`src/rtl/ifetch_queue.sv`:
```
`default_nettype none
// ============================================================================
//  Module      : ifetch_queue
//  Description : Decoupled instruction fetch. Issues word reads to a
//                synchronous instruction ROM (1-cycle latency), buffers
//                {pc, instruction} pairs in a QDEPTH-entry FIFO and presents
//                the head to decode with a valid/ready handshake. Resolves
//                jr/j/jal/beq/bne redirects for the head being consumed,
//                flushing the queue and any in-flight ROM read.
//  Revision    : 1.0 - initial release
// ============================================================================
module ifetch_queue #(
   parameter int          ROM_AW   = 14,
   parameter int          QDEPTH   = 4,
   parameter logic [31:0] RESET_PC = 32'h0000_0000
) (
   input  logic                        clock,
   input  logic                        reset,
   // instruction ROM
   output logic [ROM_AW-1:0]           imem_addr,
   output logic                        imem_en,
   input  logic [31:0]                 imem_data,
   // decode interface
   output logic [31:0]                 Instruction,
   output logic [31:0]                 inst_pc,
   output logic [31:0]                 PC_plus_4_out,
   output logic                        inst_valid,
   input  logic                        inst_ready,
   // redirect inputs for the head instruction
   input  logic [31:0]                 Add_result,
   input  logic [31:0]                 Read_data_1,
   input  logic                        Branch,
   input  logic                        nBranch,
   input  logic                        Jmp,
   input  logic                        Jal,
   input  logic                        Jrn,
   input  logic                        Zero,
   output logic [31:0]                 opcplus4,
   output logic [$clog2(QDEPTH):0]     q_level
);

   localparam int PTR_W = $clog2(QDEPTH);

   // ------------------------------------------------------------------------
   // State
   // ------------------------------------------------------------------------
   logic [31:0]      fetch_pc;     // address of the next ROM read to issue
   logic [31:0]      tag;          // pc of the read currently in flight
   logic             inflight;     // ROM data on imem_data belongs to tag
   logic [PTR_W:0]   wr_ptr;       // extra msb distinguishes full from empty
   logic [PTR_W:0]   rd_ptr;
   logic [31:0]      pc_mem   [QDEPTH];
   logic [31:0]      data_mem [QDEPTH];

   // ------------------------------------------------------------------------
   // Combinational control
   // ------------------------------------------------------------------------
   logic [PTR_W-1:0] wr_idx;
   logic [PTR_W-1:0] rd_idx;
   logic [PTR_W+1:0] demand;       // queued entries plus the reserved slot
   logic             has_room;
   logic             accept;
   logic             take;
   logic             redirect;
   logic             push;
   logic [31:0]      target;
   logic             unused_bits;

   assign wr_idx     = wr_ptr[PTR_W-1:0];
   assign rd_idx     = rd_ptr[PTR_W-1:0];
   assign q_level    = wr_ptr - rd_ptr;
   assign inst_valid = (wr_ptr != rd_ptr);

   // An in-flight read already owns a FIFO slot, so it counts toward demand.
   assign demand   = {1'b0, q_level} + {{(PTR_W+1){1'b0}}, inflight};
   assign has_room = (demand < (PTR_W+2)'(QDEPTH));

   // Control flags only matter for the instruction actually being consumed.
   assign accept   = inst_valid & inst_ready;
   assign take     = Jrn | Jmp | Jal | (Branch & Zero) | (nBranch & ~Zero);
   assign redirect = accept & take;

   assign imem_en   = ~reset & ~redirect & has_room;
   assign imem_addr = fetch_pc[ROM_AW+1:2];

   // A redirect kills the response arriving this cycle along with the queue.
   assign push = inflight & ~redirect;

   // Head outputs come straight from FIFO registers, zeroed when empty.
   assign Instruction   = inst_valid ? data_mem[rd_idx] : 32'h0;
   assign inst_pc       = inst_valid ? pc_mem[rd_idx]   : 32'h0;
   assign PC_plus_4_out = inst_pc + 32'd4;

   // Redirect target selection: register jump beats absolute jump beats branch.
   always_comb begin
      target = {Add_result[29:0], 2'b00};
      if (Jrn) begin
         target = {Read_data_1[31:2], 2'b00};
      end else if (Jmp | Jal) begin
         target = {PC_plus_4_out[31:28], Instruction[25:0], 2'b00};
      end
   end

   // Bits that are architecturally discarded by the target formats.
   assign unused_bits = ^{Read_data_1[1:0], Add_result[31:30]};

   // ------------------------------------------------------------------------
   // Fetch PC, in-flight tracking, FIFO pointers and jal link register
   // ------------------------------------------------------------------------
   // Sequential control: reset beats redirect, redirect beats issue/fill/pop.
   always_ff @(posedge clock) begin
      if (reset) begin
         fetch_pc <= RESET_PC;
         tag      <= 32'h0;
         inflight <= 1'b0;
         wr_ptr   <= '0;
         rd_ptr   <= '0;
         opcplus4 <= 32'h0;
      end else begin
         if (redirect) begin
            fetch_pc <= target;
            inflight <= 1'b0;
            wr_ptr   <= '0;
            rd_ptr   <= '0;
         end else begin
            inflight <= imem_en;
            if (imem_en) begin
               tag      <= fetch_pc;
               fetch_pc <= fetch_pc + 32'd4;
            end
            if (push) begin
               wr_ptr <= wr_ptr + (PTR_W+1)'(1);
            end
            if (accept) begin
               rd_ptr <= rd_ptr + (PTR_W+1)'(1);
            end
         end
         if (accept && Jal) begin
            opcplus4 <= PC_plus_4_out;
         end
      end
   end

   // ------------------------------------------------------------------------
   // FIFO storage (no reset needed: validity is carried by the pointers)
   // ------------------------------------------------------------------------
   // Capture the returning ROM word with its pc at the tail slot.
   always_ff @(posedge clock) begin
      if (push && !reset) begin
         pc_mem[wr_idx]   <= tag;
         data_mem[wr_idx] <= imem_data;
      end
   end

endmodule
`default_nettype wire

```
`config.mk`:
```
export PLATFORM = sky130hd
export DESIGN_NAME = ifetch_queue
export DESIGN_NICKNAME = d
export VERILOG_FILES = /design/src/rtl/ifetch_queue.sv
export SDC_FILE = /design/constraint.sdc
export NUM_CORES = 1
export LEC_CHECK = 0
export CAP_MARGIN = 5
export CORE_MARGIN = 5
export CORE_UTILIZATION = 40
export CTS_CLUSTER_DIAMETER = 150
export DETAILED_ROUTE_END_ITERATION = 12
export GPL_TIMING_DRIVEN = 0
export PLACE_DENSITY = 0.65
export SKIP_CTS_REPAIR_TIMING = 1
export SKIP_LAST_GASP = 1
export SLEW_MARGIN = 0
export SYNTH_ARGS = -nofsm -noshare
export SYNTH_HDL_FRONTEND = slang
export SYNTH_SLANG_ARGS = --single-unit
```
`constraint.sdc`:
```
create_clock -name clock -period 4.8 [get_ports clock]
set_input_delay 0.72 -clock clock [delete_from_list [all_inputs] [get_ports clock]]
set_output_delay 0.72 -clock clock [all_outputs]
set_load 0.02 [all_outputs]
```
==> results.json, run 1 <==
{
  "status": "finished, final reports clean",
  "syn_to_final_growth_pct": 30.7,
  "hp-class": "register to register",
  "hold_slack_ps": 455,
  "power_density_mw_per_mm2": 612,
  "place_inst": 1913,
  "vdd_drop_max_v": 0.000411,
  "yosysTopAreaCell": "edfxtp_1",
  "wl_mm": 44.7,
  "stdcell_count": 1990,
  "yosys_warnings": 0,
  "htreeDepth": 2,
  "avgSynthCellArea_um2": 13.3,
  "grt_max_degree": 37,
  "slew_headroom_pct": 19.1,
  "fin_area_mm2": 0.0200,
  "yosysTopAreaCellShare_pct": 48.6,
  "initial_core_util_pct": 40.5,
  "hold_violations": 0,
  "rsz0062_at_grt": "no",
  "yosys-top-cells-area": "edfxtp_1, dfxtp_1, mux4_2",
  "path_clk_slew_ps": 60,
  "crit_top_cell": "buf_12",
  "tns_ps": 0,
  "die_h_um": 206,
  "slowest_delay_ps": 420,
  "cp.required_ps": 4080,
  "clock_skew_ps": 21.4,
  "grt_remaining_overflow": 0,
  "synth_cells": 1153,
  "drv_cap": 0,
  "synth-compound-area-share_pct": 7.26,
  "synth_area_mm2": 0.0153,
  "cts_tree": "yes",
  "end_kind": "primary output",
  "crit_start": "wr_ptr[2]",
  "rows": 71,
  "max_freq_mhz": 216,
  "seq_area_frac_synth_pct": 61.7,
  "slowest_stage": "or3_1",
  "cp-start-kind": "register",
  "yosys.area_share.simple_pct": 11.5,
  "cp_cell_sequence": "xor2_1 -> buf_4 -> nor2_2 -> inv_4 -> buf_12 -> buf_12 -> buf_12 -> and2_4 -> ha_4 -> o2111ai_2 -> nor4_4 -> nand3_2 -> or3_1 -> nand2_1 -> dlymetal6s2s_1",
  "synth_edf_count": 248,
  "dp_slack_ps": -2400,
  "drv_slew": 0,
  "yosys.area_share.adder_pct": 0.866,
  "drt-initial-drc-count": 753,
  "dp_hpwl_mm": 33.2,
  "clk_latency_ps": 540,
  "setup_violations": 0,
  "multi_input_area_mm2": 0.00535,
  "leakagePower_nw": 7.24,
  "grt_pass1_wl_mm": 66.2,
  "finalPower_mw": 12.2,
  "ys_ff_latch": 348,
  "placed_area_mm2": 0.0185,
  "critPathBufInv": 6,
  "synth_top_family_by_area": "multiplexers",
  "place_congestion": 0.893,
  "worstMarginPinSlew_ps": 1200,
  "synth.mux.area_fraction_pct": 11.6,
  "drc_errors": 0,
  "via_per_inst": 5.35,
  "ios": 252,
  "cts_buffers": 38,
  "grt_usage_pct": 20.7,
  "die_w_um": 206,
  "fin_util_pct": 53.0,
  "fillers": 3268,
  "antenna_found_initial": 5,
  "drive_above_1_share_pct": 14.7,
  "dieArea_mm2": 0.0423,
  "hold_path_startpoint": "opcplus4[30]",
  "synth_ff_type": "edfxtp_1",
  "timing.final.crit_period_ps": 4620,
  "fin_crit_sh_pct": 96.2,
  "synth_async_sr_flop_share_pct": 0,
  "cts.path.max_buffers": 3,
  "vias": 10640,
  "setup_slack_ps": 181,
  "cts_sinks": 348,
  "wl_per_cell_um": 22.5,
  "portBuffers": 241,
  "synth_cell_types": 70,
  "arrival_ps": 3900,
  "cts_root_buffer": "clkbuf_16",
  "ant_nets": 0,
  "cp_top_family": "simple AND/OR/NAND/NOR gates",
  "cp_max_fo": 10,
  "path_class": "register to primary output",
  "nets": 1563,
  "grt_pass1_vias": 10814,
  "drtPass1Iterations": 5,
  "reg2reg_from": "wr_ptr[2]",
  "core_area_mm2": 0.0378,
  "regArea_mm2": 0.00945,
  "synth_xor_area_share_pct": 2.90
}
## synthesized netlist by cell type, types with 4 or more instances
master	n
edfxtp_1	248
nand2_1	140
dfxtp_1	100
nor2_1	66
mux4_2	56
clkbuf_1	54
a21oi_1	47
inv_1	46
and2_1	38
a211oi_1	36
xnor2_1	33
mux2i_1	28
nand3_1	22
buf_4	21
o211a_1	19
nor3_1	18
xor2_1	15
o21a_1	13
and3_1	12
nand4_1	12
nor4_1	10
o21ai_0	10
ha_1	9
mux2_2	7
mux4_1	6
or3_1	6
or4_1	6
buf_2	5
o211ai_1	5
a311oi_1	4
buf_1	4
or2_2	4
## logic make-up (layout without fill, tap and decap cells)
group,Yosys count,in the layout
xor+xnor,49,49
mux,97,97
compound gates,155,155
fa+ha+maj,10,10
flops,348,348
buf+inv,135,456
other cells,1,6
simple gates,358,358
## worst register-to-register path, stage by stage, from the launching register on
cell and delay, ps:
dfxtp_1 400, xor2_1 280, buf_4 270, nor2_2 110, inv_4 120, buf_12 160
buf_12 160, buf_12 150, and2_4 170, ha_4 150, o211a_1 150, or4bb_4 570
o31a_1 290, nor3_1 460, o22ai_1 140
## sequential cells by signal, summed over array words and instances, names as in the netlist, named ones only
signal    flops
opcplus4     31
fetch_pc     30
wr_ptr        3
data_mem    128
tag          30
rd_ptr        3
pc_mem      120
inflight      1
## cells in the final DEF, fill, tap and decap left out, types with 19 or more instances in the layout
| cell type | netlist | routed |
|---|---|---|
| nand3_1 | 22 | 21 |
| clkdlybuf4s50_1 | 0 | 228 |
| o211a_1 | 19 | 19 |
| and2_1 | 38 | 36 |
| buf_4 | 21 | 29 |
| inv_1 | 46 | 44 |
| clkbuf_1 | 54 | 52 |
| dfxtp_1 | 100 | 97 |
| clkbuf_16 | 0 | 41 |
| nor2_1 | 66 | 64 |
| a21oi_1 | 47 | 47 |
| mux4_2 | 56 | 56 |
| edfxtp_1 | 248 | 248 |
| xnor2_1 | 33 | 29 |
| nand2_1 | 140 | 139 |
| a211oi_1 | 36 | 36 |
| mux2i_1 | 28 | 28 |
## worst paths after layout
kind	endpoint	slack, ps	cells after the start
setup reg to reg	fetch_pc[30]	1110	14
hold reg to reg	opcplus4[30]	460	2
hold / removal	opcplus4[30]	460	2
setup / recovery	PC_plus_4_out[28]	180	15
## layout make-up
type,count,area share [%]
diodes,2,0.0250
plain buffers,88,2.71
clock buffers,52,5.50
clock inverters,17,0.800
inverters,46,0.875
multi-input cells,673,26.7
flip-flops and latches,348,47.2
well taps,511,3.19
repair buffers,253,12.9
## power breakdown
part           switching, mW  total, mW  internal, mW
clock network           1.17       2.94          1.77
registers              0.308       4.00          3.69
logic                   3.04       5.31          2.27
total                   4.51       12.2          7.73
## per-layer routing
metal | wire [um] | vias up | track usage (%)
met5 | 55 | - | 0
met4 | 1380 | 8 | 6.60
met3 | 4420 | 96 | 6.16
met2 | 20200 | 498 | 32.6
met1 | 18600 | 5172 | 27.8
li1 | - | 4866 | -
No activity file was read; power rests on OpenSTA's default activity.
==> inputs of run 2 (changes only) <==
Settings changed: CORE_MARGIN 5 to 1.5, SETUP_SLACK_MARGIN from default to 0.15.
Clock period 4.8 ns to 3.75 ns, I/O delays scaled along.
==> run 2 against run 1 <==
Against the previous run:
- the flow now finishes with violations (setup timing)
- cell count up 2.8%
- critical path depth increased by 3
- routed wire length grew 2.4%
- non-clock buffer count grew 53
- clock power is 27% higher
- setup slack lost 700 ps
- largest power group unchanged
==> results.json, run 2 (same netlist as run 1, synthesis figures left out) <==
{
  "cts_buffers": 39,
  "path_clk_slew_ps": 70,
  "status": "complete, but fails checks",
  "final_cell_mix": "edfxtp_1, clkdlybuf4s50_1, nand2_1, dfxtp_1, buf_4",
  "arrival_ps": 3710,
  "setup_violations": 12,
  "dp_hpwl_mm": 32.0,
  "drc_errors": 0,
  "setup_slack_ps": -523,
  "clock_skew_ps": 19.2,
  "p_clk_share_pct": 22.8,
  "layout_commonest_cell": "edfxtp_1",
  "fin_crit_sh_pct": 114,
  "cp_max_fo": 7,
  "cts_sinks": 348,
  "core_area_mm2": 0.0377,
  "grt_usage_pct": 22.1,
  "fillers": 3164,
  "wl_per_cell_um": 22.4,
  "rsz0062_at_grt": "yes",
  "die_w_um": 199,
  "p_seq_share_pct": 31.3,
  "nets": 1620,
  "switching_share_pct": 37.4,
  "drtPass1Iterations": 5,
  "drive_above_1_share_pct": 23.5,
  "hold_slack_ps": 458,
  "regArea_mm2": 0.00946,
  "violations": "setup timing",
  "fin_area_mm2": 0.0210,
  "placed_area_mm2": 0.0187,
  "cp-start-kind": "register",
  "die_h_um": 199,
  "cts_root_buffer": "clkbuf_16",
  "cts_tree": "yes",
  "hp-class": "register to register",
  "p_int_mw": 10.2,
  "place_inst": 1914,
  "cp.required_ps": 3190,
  "regMostFlops": "data_mem",
  "place_congestion": 0.875,
  "largest_reg_flops": 128,
  "dieArea_mm2": 0.0395,
  "top_regs": "data_mem (128), pc_mem (120), opcplus4 (31)",
  "via_per_inst": 5.36,
  "p_comb_share_pct": 45.9,
  "drv_cap": 0,
  "insertedDiodeCount": 0,
  "worstMarginPinSlew_ps": 1220,
  "vias": 10965,
  "grt_max_degree": 34,
  "stdcell_count": 2046,
  "drv_slew": 0,
  "grt_pass1_vias": 10481,
  "power_density_mw_per_mm2": 779,
  "timing.final.crit_period_ps": 4270,
  "cts.path.max_buffers": 3,
  "hold_violations": 0,
  "slew_headroom_pct": 18.0,
  "max_freq_mhz": 234,
  "multi_input_area_mm2": 0.00576,
  "dp_slack_ps": -1520,
  "syn_to_final_growth_pct": 37.3,
  "ant_nets": 0,
  "tns_ps": -3910,
  "wl_mm": 45.7,
  "drt-initial-drc-count": 769,
  "switching_power_mw": 6.12,
  "vdd_drop_max_v": 0.000424,
  "clk_latency_ps": 550,
  "htreeDepth": 2,
  "grt_remaining_overflow": 0,
  "leakagePower_nw": 8.19,
  "end_kind": "primary output",
  "ios": 252,
  "grt_pass1_wl_mm": 64.2,
  "portBuffers": 241,
  "path_class": "register to primary output",
  "antenna_found_initial": 5,
  "initial_core_util_pct": 40.6,
  "rows": 71
}
==> run 2: power groups by stage <==
stage	clock, mW	combinational, mW	sequential, mW
2_1_floorplan	0	3.71	5.13
3_3_place_gp	0	6.58	5.17
3_5_place_dp	0	6.65	5.19
4_1_cts	3.79	6.69	5.10
5_1_grt	3.93	7.92	5.18
6_report	3.73	7.51	5.12
==> run 2: worst max-delay path, stage by stage, from the launching register on <==
cell	delay (ps)
dfxtp_4	380
inv_4	50
ha_4	240
nand2_4	90
buf_12	120
nor2_4	40
clkinv_4	100
buf_12	140
buf_12	120
clkbuf_16	140
and2_4	150
ha_4	160
o2111ai_4	150
nor4_4	390
buf_4	200
nand3_4	90
or3_4	400
nand2_2	80
buf_6	110
==> run 2: worst paths after layout <==
check	startpoint	to	slack, ps	cells after the start
worst max-delay path	wr_ptr[0]	PC_plus_4_out[28]	-520	18
worst min-delay path	opcplus4[7]	opcplus4[7]	460	2
worst max register to register	wr_ptr[0]	fetch_pc[30]	200	16
worst min register to register	opcplus4[7]	opcplus4[7]	460	2
==> run 2: per-layer routing <==
| metal | global-route usage, % | wire [um] | vias up |
|---|---|---|---|
| met4 | 8.05 | 1340 | 8 |
| met5 | 0 | 55 | - |
| met1 | 29.9 | 19300 | 5390 |
| met3 | 4.56 | 3530 | 87 |
| li1 | - | - | 4990 |
| met2 | 35.3 | 21500 | 490 |
==> run 2: through the flow <==
step	power, mW	util, %
after global routing	17.0	55.8
after floorplan	8.84	-
after detailed placement	11.8	49.5
after CTS	15.6	52.9
final	16.4	55.8
after global placement	11.7	49.1
==> run 2: final cells by class <==
class / instances / area share, %
Timing Repair Buffer: 305 / 14.6
Clock inverter: 24 / 0.976
Inverter: 46 / 0.857
Buffer: 89 / 3.09
Tap cell: 511 / 3.04
Clock buffer: 47 / 5.03
Sequential cell: 348 / 45.0
Multi-Input combinational cell: 676 / 27.4
